--- src/rtl/puf_pkg.sv ---
// Shared types and constants for the ring-oscillator PUF engine.
package puf_pkg;

   localparam int unsigned SYNC_STAGES = 2;
   localparam int unsigned MAJ_PASSES  = 3;

   typedef enum logic [2:0] {
      ST_IDLE,
      ST_SETTLE,
      ST_CLEAR,
      ST_COUNT,
      ST_COMPARE,
      ST_DONE
   } state_t;

   function automatic int unsigned clog2(input int unsigned v);
      int unsigned r;
      r = 0;
      while ((64'd1 << r) < 64'(v)) r = r + 1;
      return r;
   endfunction

endpackage

--- src/rtl/puf_edge_counter.sv ---
// Synchronises one RO output, detects rising edges and counts them with saturation.
module puf_edge_counter
   import puf_pkg::*;
#(
   parameter int unsigned CNT_W = 12
) (
   input  logic             clk,
   input  logic             rst_n,
   input  logic             i_ro,
   input  logic             i_clr,
   input  logic             i_en,
   output logic [CNT_W-1:0] o_cnt
);

   localparam logic [CNT_W-1:0] CNT_MAX = '1;

   logic [SYNC_STAGES-1:0] r_sync;
   logic                   r_prev;
   logic                   w_rise;

   assign w_rise = r_sync[SYNC_STAGES-1] & ~r_prev;

   always_ff @(posedge clk or negedge rst_n) begin
      if (!rst_n) begin
         r_sync <= '0;
         r_prev <= 1'b0;
         o_cnt  <= '0;
      end else if (i_clr) begin
         r_sync <= '0;
         r_prev <= 1'b0;
         o_cnt  <= '0;
      end else begin
         r_sync <= {r_sync[SYNC_STAGES-2:0], i_ro};
         r_prev <= r_sync[SYNC_STAGES-1];
         if (i_en && w_rise && (o_cnt != CNT_MAX)) o_cnt <= o_cnt + 1'b1;
      end
   end

endmodule

--- src/rtl/puf_word.sv ---
// RO-PUF engine: one RESP_W-bit response per challenge by comparing RO edge counts.
// Define PUF_MAJORITY_EN to evaluate every bit as a 2-of-3 vote over three counting passes.
module puf_word
   import puf_pkg::*;
#(
   parameter int unsigned N_RO          = 16,
   parameter int unsigned RESP_W        = 8,
   parameter int unsigned CNT_W         = 12,
   parameter int unsigned WIN_CYCLES    = 256,
   parameter int unsigned SETTLE_CYCLES = 16
) (
   input  logic                       clk,
   input  logic                       rst_n,
   input  logic                       i_start,
   input  logic [2*clog2(N_RO)-1:0]   i_chall,
   input  logic [N_RO-1:0]            i_ro_a,
   input  logic [N_RO-1:0]            i_ro_b,
   output logic                       o_ro_en,
   output logic                       o_busy,
   output logic                       o_done,
   output logic [RESP_W-1:0]          o_resp,
   output logic [RESP_W-1:0]          o_tie
);

   localparam int unsigned SEL_W   = clog2(N_RO);
   localparam int unsigned BIT_W   = (RESP_W > 1) ? clog2(RESP_W) : 1;
   localparam int unsigned TMR_MAX = (WIN_CYCLES > SETTLE_CYCLES) ? WIN_CYCLES : SETTLE_CYCLES;
   localparam int unsigned TMR_W   = clog2(TMR_MAX) + 1;

   localparam logic [TMR_W-1:0] SETTLE_LAST = TMR_W'(SETTLE_CYCLES - 1);
   localparam logic [TMR_W-1:0] WIN_LAST    = TMR_W'(WIN_CYCLES - 1);
   localparam logic [BIT_W-1:0] BIT_LAST    = BIT_W'(RESP_W - 1);

   state_t              r_state;
   logic [SEL_W-1:0]    r_sel_a;
   logic [SEL_W-1:0]    r_sel_b;
   logic [BIT_W-1:0]    r_bit;
   logic [TMR_W-1:0]    r_tmr;
   logic [RESP_W-1:0]   r_sh_resp;
   logic [RESP_W-1:0]   r_sh_tie;

   logic [SEL_W-1:0]    w_idx_a;
   logic [SEL_W-1:0]    w_idx_b;
   logic                w_clr;
   logic                w_cnt_en;
   logic [CNT_W-1:0]    w_cnt_a;
   logic [CNT_W-1:0]    w_cnt_b;
   logic                w_gt;
   logic                w_eq;
   logic                w_bit_val;
   logic                w_bit_tie;
   logic                w_last_pass;
   logic [RESP_W-1:0]   w_sh_resp_nx;
   logic [RESP_W-1:0]   w_sh_tie_nx;

   // Per-bit RO pairs walk upward from the base selects, wrapping modulo N_RO.
   assign w_idx_a  = r_sel_a + SEL_W'(r_bit);
   assign w_idx_b  = r_sel_b + SEL_W'(r_bit);
   assign w_clr    = (r_state == ST_CLEAR);
   assign w_cnt_en = (r_state == ST_COUNT);
   assign w_gt     = (w_cnt_a > w_cnt_b);
   assign w_eq     = (w_cnt_a == w_cnt_b);

   puf_edge_counter #(.CNT_W(CNT_W)) u_cnt_a (
      .clk   (clk),
      .rst_n (rst_n),
      .i_ro  (i_ro_a[w_idx_a]),
      .i_clr (w_clr),
      .i_en  (w_cnt_en),
      .o_cnt (w_cnt_a)
   );

   puf_edge_counter #(.CNT_W(CNT_W)) u_cnt_b (
      .clk   (clk),
      .rst_n (rst_n),
      .i_ro  (i_ro_b[w_idx_b]),
      .i_clr (w_clr),
      .i_en  (w_cnt_en),
      .o_cnt (w_cnt_b)
   );

`ifdef PUF_MAJORITY_EN
   localparam logic [1:0] PASS_LAST = 2'(MAJ_PASSES - 1);

   logic [1:0] r_pass;
   logic [1:0] r_votes;
   logic       r_any_tie;

   // Tied passes vote 0 because w_gt is low on equality.
   assign w_last_pass = (r_pass == PASS_LAST);
   assign w_bit_val   = (r_votes == 2'd2) || ((r_votes == 2'd1) && w_gt);
   assign w_bit_tie   = r_any_tie | w_eq;

   always_ff @(posedge clk or negedge rst_n) begin
      if (!rst_n) begin
         r_pass    <= '0;
         r_votes   <= '0;
         r_any_tie <= 1'b0;
      end else if (r_state == ST_IDLE) begin
         r_pass    <= '0;
         r_votes   <= '0;
         r_any_tie <= 1'b0;
      end else if (r_state == ST_COMPARE) begin
         if (w_last_pass) begin
            r_pass    <= '0;
            r_votes   <= '0;
            r_any_tie <= 1'b0;
         end else begin
            r_pass    <= r_pass + 1'b1;
            r_votes   <= r_votes + {1'b0, w_gt};
            r_any_tie <= r_any_tie | w_eq;
         end
      end
   end
`else
   assign w_last_pass = 1'b1;
   assign w_bit_val   = w_gt;
   assign w_bit_tie   = w_eq;
`endif

   always_comb begin
      w_sh_resp_nx        = r_sh_resp;
      w_sh_tie_nx         = r_sh_tie;
      w_sh_resp_nx[r_bit] = w_bit_val;
      w_sh_tie_nx[r_bit]  = w_bit_tie;
   end

   // Sequencer; the final bit is merged on the fly so resp/tie update with done.
   always_ff @(posedge clk or negedge rst_n) begin
      if (!rst_n) begin
         r_state   <= ST_IDLE;
         r_sel_a   <= '0;
         r_sel_b   <= '0;
         r_bit     <= '0;
         r_tmr     <= '0;
         r_sh_resp <= '0;
         r_sh_tie  <= '0;
         o_ro_en   <= 1'b0;
         o_busy    <= 1'b0;
         o_done    <= 1'b0;
         o_resp    <= '0;
         o_tie     <= '0;
      end else begin
         o_done <= 1'b0;
         case (r_state)
            ST_IDLE: begin
               if (i_start) begin
                  r_sel_a <= i_chall[SEL_W-1:0];
                  r_sel_b <= i_chall[2*SEL_W-1:SEL_W];
                  r_bit   <= '0;
                  r_tmr   <= '0;
                  o_ro_en <= 1'b1;
                  o_busy  <= 1'b1;
                  r_state <= ST_SETTLE;
               end
            end
            ST_SETTLE: begin
               if (r_tmr == SETTLE_LAST) begin
                  r_tmr   <= '0;
                  r_state <= ST_CLEAR;
               end else begin
                  r_tmr <= r_tmr + 1'b1;
               end
            end
            ST_CLEAR: begin
               r_tmr   <= '0;
               r_state <= ST_COUNT;
            end
            ST_COUNT: begin
               if (r_tmr == WIN_LAST) r_state <= ST_COMPARE;
               else                   r_tmr   <= r_tmr + 1'b1;
            end
            ST_COMPARE: begin
               r_state <= ST_CLEAR;
               if (w_last_pass) begin
                  r_sh_resp <= w_sh_resp_nx;
                  r_sh_tie  <= w_sh_tie_nx;
                  if (r_bit == BIT_LAST) begin
                     o_resp  <= w_sh_resp_nx;
                     o_tie   <= w_sh_tie_nx;
                     o_done  <= 1'b1;
                     r_state <= ST_DONE;
                  end else begin
                     r_bit <= r_bit + 1'b1;
                  end
               end
            end
            ST_DONE: begin
               o_ro_en <= 1'b0;
               o_busy  <= 1'b0;
               r_state <= ST_IDLE;
            end
            default: r_state <= ST_IDLE;
         endcase
      end
   end

endmodule

--- config.mk ---
export PLATFORM = sky130hd
export DESIGN_NAME = puf_word
export DESIGN_NICKNAME = d
export VERILOG_FILES = /design/src/rtl/puf_pkg.sv /design/src/rtl/puf_edge_counter.sv /design/src/rtl/puf_word.sv
export SDC_FILE = /design/constraint.sdc
export NUM_CORES = 1
export LEC_CHECK = 0
export BUFFER_PORTS_ARGS = -buffer_cell sky130_fd_sc_hd__buf_2
export CORE_ASPECT_RATIO = 1.75
export CORE_UTILIZATION = 45
export DETAILED_ROUTE_END_ITERATION = 10
export MAX_ROUTING_LAYER = met4
export PLACE_DENSITY = 0.67
export SLEW_MARGIN = 20
export SYNTH_ARGS = -nofsm -noshare
export SYNTH_HDL_FRONTEND = slang
export SYNTH_SLANG_ARGS = --single-unit
--- constraint.sdc ---
create_clock -name clk -period 2.1 [get_ports clk]
set_input_delay 0.42 -clock clk [delete_from_list [all_inputs] [get_ports clk]]
set_output_delay 0.42 -clock clk [all_outputs]
set_load 0.05 [all_outputs]
==> results by group <==
Placement
  – DP HPWL: 7969 um
  – Place WS: -0.07365 ns
  – GP Congestion: between 0.8 and 0.9
  – # port buffers: 61

Clocking
  – CTS buffer count: 9
  – Cts hold-fix bufs: 0
  – Clock tree buffer depth: 2
  – Worst-Skew Late Latency: 0.34 ns
  – CTS Root Cell: clkbuf_16
  – CTS H-tree lvls: 3
  – CTS tree: built
  – Sinks on Clock Net: between 80 and 90
  – Reg clk slew, reported paths: 0.07 ns

STA
  – Max Clk Rate: about 490 MHz
  – Crit path time final: 2.046 ns
  – Final worst slack: 0.05370 ns
  – Worst Hold Margin: 0.07649 ns
  – RSZ-0062 raised after global routing: yes
  – Slew headroom: ~62%
  – Worst-margin pin slew: 0.5649 ns
  – Final hold vios: 0
  – Clock skew: 0.008816 ns
  – Setup violations, final: 0
  – Final count of pins violating max slew: 0
  – Fin crit share: 97.44%

Pwr
  – P_int: 2822 uW
  – Net Sw Frac: 21.64%
  – Peak VDD IR: 0.4125 mV
  – PwrDens: 606.4 mW/mm^2
  – Combinational share of power: 3.7%
  – Clock share of power: between 40% and 50%
  – Switching pwr: 779.1 uW
  – Leak: 0.002870 uW
  – Sequential share of power: 48.4%

Critical path
  – Worst EP required: 2.32 ns
  – Worst R2R Start: u_cnt_b.o_cnt[9]
  – Crit path from: u_cnt_b.o_cnt[9]
  – Crit. End Element: flip-flop
  – CP arrival: around 2.3 ns
  – Worst r2r path cells: 8
  – Worst Setup Start Kind: flip-flop
  – RR Endpoint: r_sh_resp[1]
  – Setup slack, reg-to-reg: 0.05 ns
  – WS Path Type: reg2reg
  – Peak fanout along the critical path: 8

Global route
  – Total global routing overflow: 0
  – Global-route wire length before repair: roughly 18000 um
  – Overall routing resource usage: approximately 22%
  – Vias in the first global route: 4026
  – Initial antenna violation count: 0
  – Largest net degree at the start of global routing: 45

Route
  – Avg WL per Cell: 15.17 um
  – Vias per cell: between 5 and 6
  – Starting DRC count in detailed routing: 179
  – Post-DRT Antenna Nets: 0
  – DR pass1 iterations: 4
  – Total Wirelength: 10670 um
  – Via count: 3871
  – Drt drc: 0

Synth
  – Synth warn: 0
  – Syn Std Cell Area: 0.004817 mm^2
  – Avg Cell Area, Syn: 10.29 um^2
  – Synthesized flop and latch total: 87
  – Synth unique cells: 54
  – Asr flop ratio synth: 100.0%
  – Syn Inst Count: between 400 and 500
  – Seq/Total Area, Yosys: 45.19%
  – Top FF cell, synth: dfrtp_1
  – Post-synth EDFFs: 0
  – Mapped Nets: 537

Hold path
  – Worst hold path type: in2async

Run status
  – Status: complete, no violations

Layout
  – Post-layout nets: 641
  – Area grow syn2layout: 23.27%
  – Filler Cell Count: between 900 and 1000
  – Ant. Diodes: 0
  – Proportion of layout cells with a drive suffix above 1: 30.21%
  – Layout Utilization: 57.31%
  – Commonest non-fill, non-tap cell in the layout: dfrtp_1
  – Most frequent cells in the layout: dfrtp_1, buf_2, buf_4, nor2_1, nand2_1

Die
  – IO Pins: 62
  – Die Ht: 138.9 um
  – Die X-Extent: between 80 and 90 um
  – Die footprint: 0.01114 mm^2
  – Core ar.: slightly above 0.01 mm^2
  – Initial Util: 46.49%
  – Rows: 49

Flow run
  – Max cap viols: 0
power by group through the flow:
stage          Sequential [uW]  Combinational (uW)  Clock [uW]
2_1_floorplan             1760                54.2           0
3_3_place_gp              1770                 135           0
3_5_place_dp              1770                 141           0
4_1_cts                   1740                 139        1760
5_1_grt                   1740                 155        1830
6_report                  1740                 134        1730
per-stage QoR:
step           total power [uW]  setup TNS [ns]  instance area, um^2  instances
4_1_cts                    3639               0                 5906        702
6_report                   3601               0                 5938        703
2_1_floorplan              1817               0                 4838        468
5_1_grt                    3726         -0.3525                 5938        703
3_3_place_gp               1906        -0.05404                 5560        686
3_5_place_dp               1909         -0.3818                 5560        686
what timing repair did:
item | CTS | global route
buffers inserted | 1 | 1
pin swaps | 1 | 5
hold endpoints to repair | 0 | 0
setup endpoints to repair | 7 | 16
resized for setup | 5 | 4
worst max-delay path by stage:
stage | slack (ns) | cells after the start | endpoint
after floorplan | 0.004 | 8 | r_tmr[2]
after global placement | -0.02 | 9 | r_tmr[6]
final | 0.05 | 8 | r_sh_resp[1]
after detailed placement | -0.07 | 8 | r_tmr[4]
after global routing | -0.04 | 8 | o_resp[6]
after CTS | 0.01 | 8 | r_tmr[4]
synthesized netlist by cell type (2+ instances only):
| library cell | n | area (um^2) |
|---|---|---|
| a21boi_0 | 2 | 15.01 |
| a21o_1 | 5 | 37.54 |
| a21oi_1 | 26 | 130.1 |
| a22o_1 | 3 | 26.28 |
| a311oi_1 | 3 | 26.28 |
| a31oi_1 | 5 | 31.28 |
| and3_1 | 10 | 62.56 |
| buf_2 | 3 | 15.01 |
| buf_6 | 3 | 33.78 |
| clkbuf_1 | 8 | 30.03 |
| dfrtp_1 | 87 | 2177 |
| fa_1 | 2 | 40.04 |
| ha_1 | 24 | 300.3 |
| inv_1 | 16 | 60.06 |
| mux2_2 | 17 | 191.4 |
| mux2i_1 | 2 | 20.02 |
| mux4_2 | 8 | 180.2 |
| nand2_1 | 37 | 138.9 |
| nand2b_1 | 4 | 25.02 |
| nand3_1 | 23 | 115.1 |
| nand3b_1 | 3 | 22.52 |
| nand4_1 | 12 | 75.07 |
| nor2_1 | 47 | 176.4 |
| nor2b_1 | 7 | 43.79 |
| nor3_1 | 11 | 55.05 |
| nor3b_1 | 3 | 22.52 |
| nor4_1 | 4 | 25.02 |
| nor4_2 | 4 | 50.05 |
| o211ai_1 | 7 | 52.55 |
| o21ai_0 | 25 | 125.1 |
| o22ai_1 | 3 | 18.77 |
| or2_2 | 3 | 18.77 |
| or3_1 | 2 | 12.51 |
| or3b_2 | 2 | 17.52 |
| xnor2_1 | 17 | 148.9 |
| xor2_1 | 12 | 105.1 |
worst max-delay path, stage by stage, from the launching register on:
cell and delay [ns]:
dfrtp_1 0.39, inv_1 0.06, ha_1 0.29, nand4_1 0.17
or3_4 0.41, nand2_1 0.10, a31oi_1 0.05, buf_4 0.19
mux2_2 0.26
flip-flops by register name, summed over array words and instances, names as in the netlist, 2 cells and up:
signal / flops
u_cnt_a.o_cnt: 12
r_tmr: 9
o_resp: 8
r_bit: 3
r_state: 3
r_sel_a: 4
u_cnt_b.o_cnt: 12
r_sel_b: 4
u_cnt_b.r_sync: 2
r_sh_resp: 8
o_tie: 8
r_sh_tie: 8
u_cnt_a.r_sync: 2
cell families after synthesis:
logic type	after synthesis	synth area share, %
AO/OA/AOI/OAI	84	10.91
XOR/XNOR	29	5.273
buffers and inverters	33	3.195
multiplexers	27	8.130
adder cells (fa/ha/maj)	26	7.065
AND/OR/NAND/NOR	182	20.23
flip-flops	87	45.19
routing by layer:
layer,wire length (um),track usage [%]
met2,5752,38.64
met4,308,8.365
met3,358,3.684
met1,4247,24.25
met5,0,-
cell type report:
class	instances	area [um^2]	share of cell area, %
multi-input cells	348	2551	42.96
flip-flops and latches	87	2177	36.66
repair buffers	109	668.1	11.25
clock buffers	9	225.2	3.793
well taps	127	158.9	2.676
clock inverters	6	93.84	1.580
inverters	17	63.81	1.075
(Power assumes the default switching activity.)
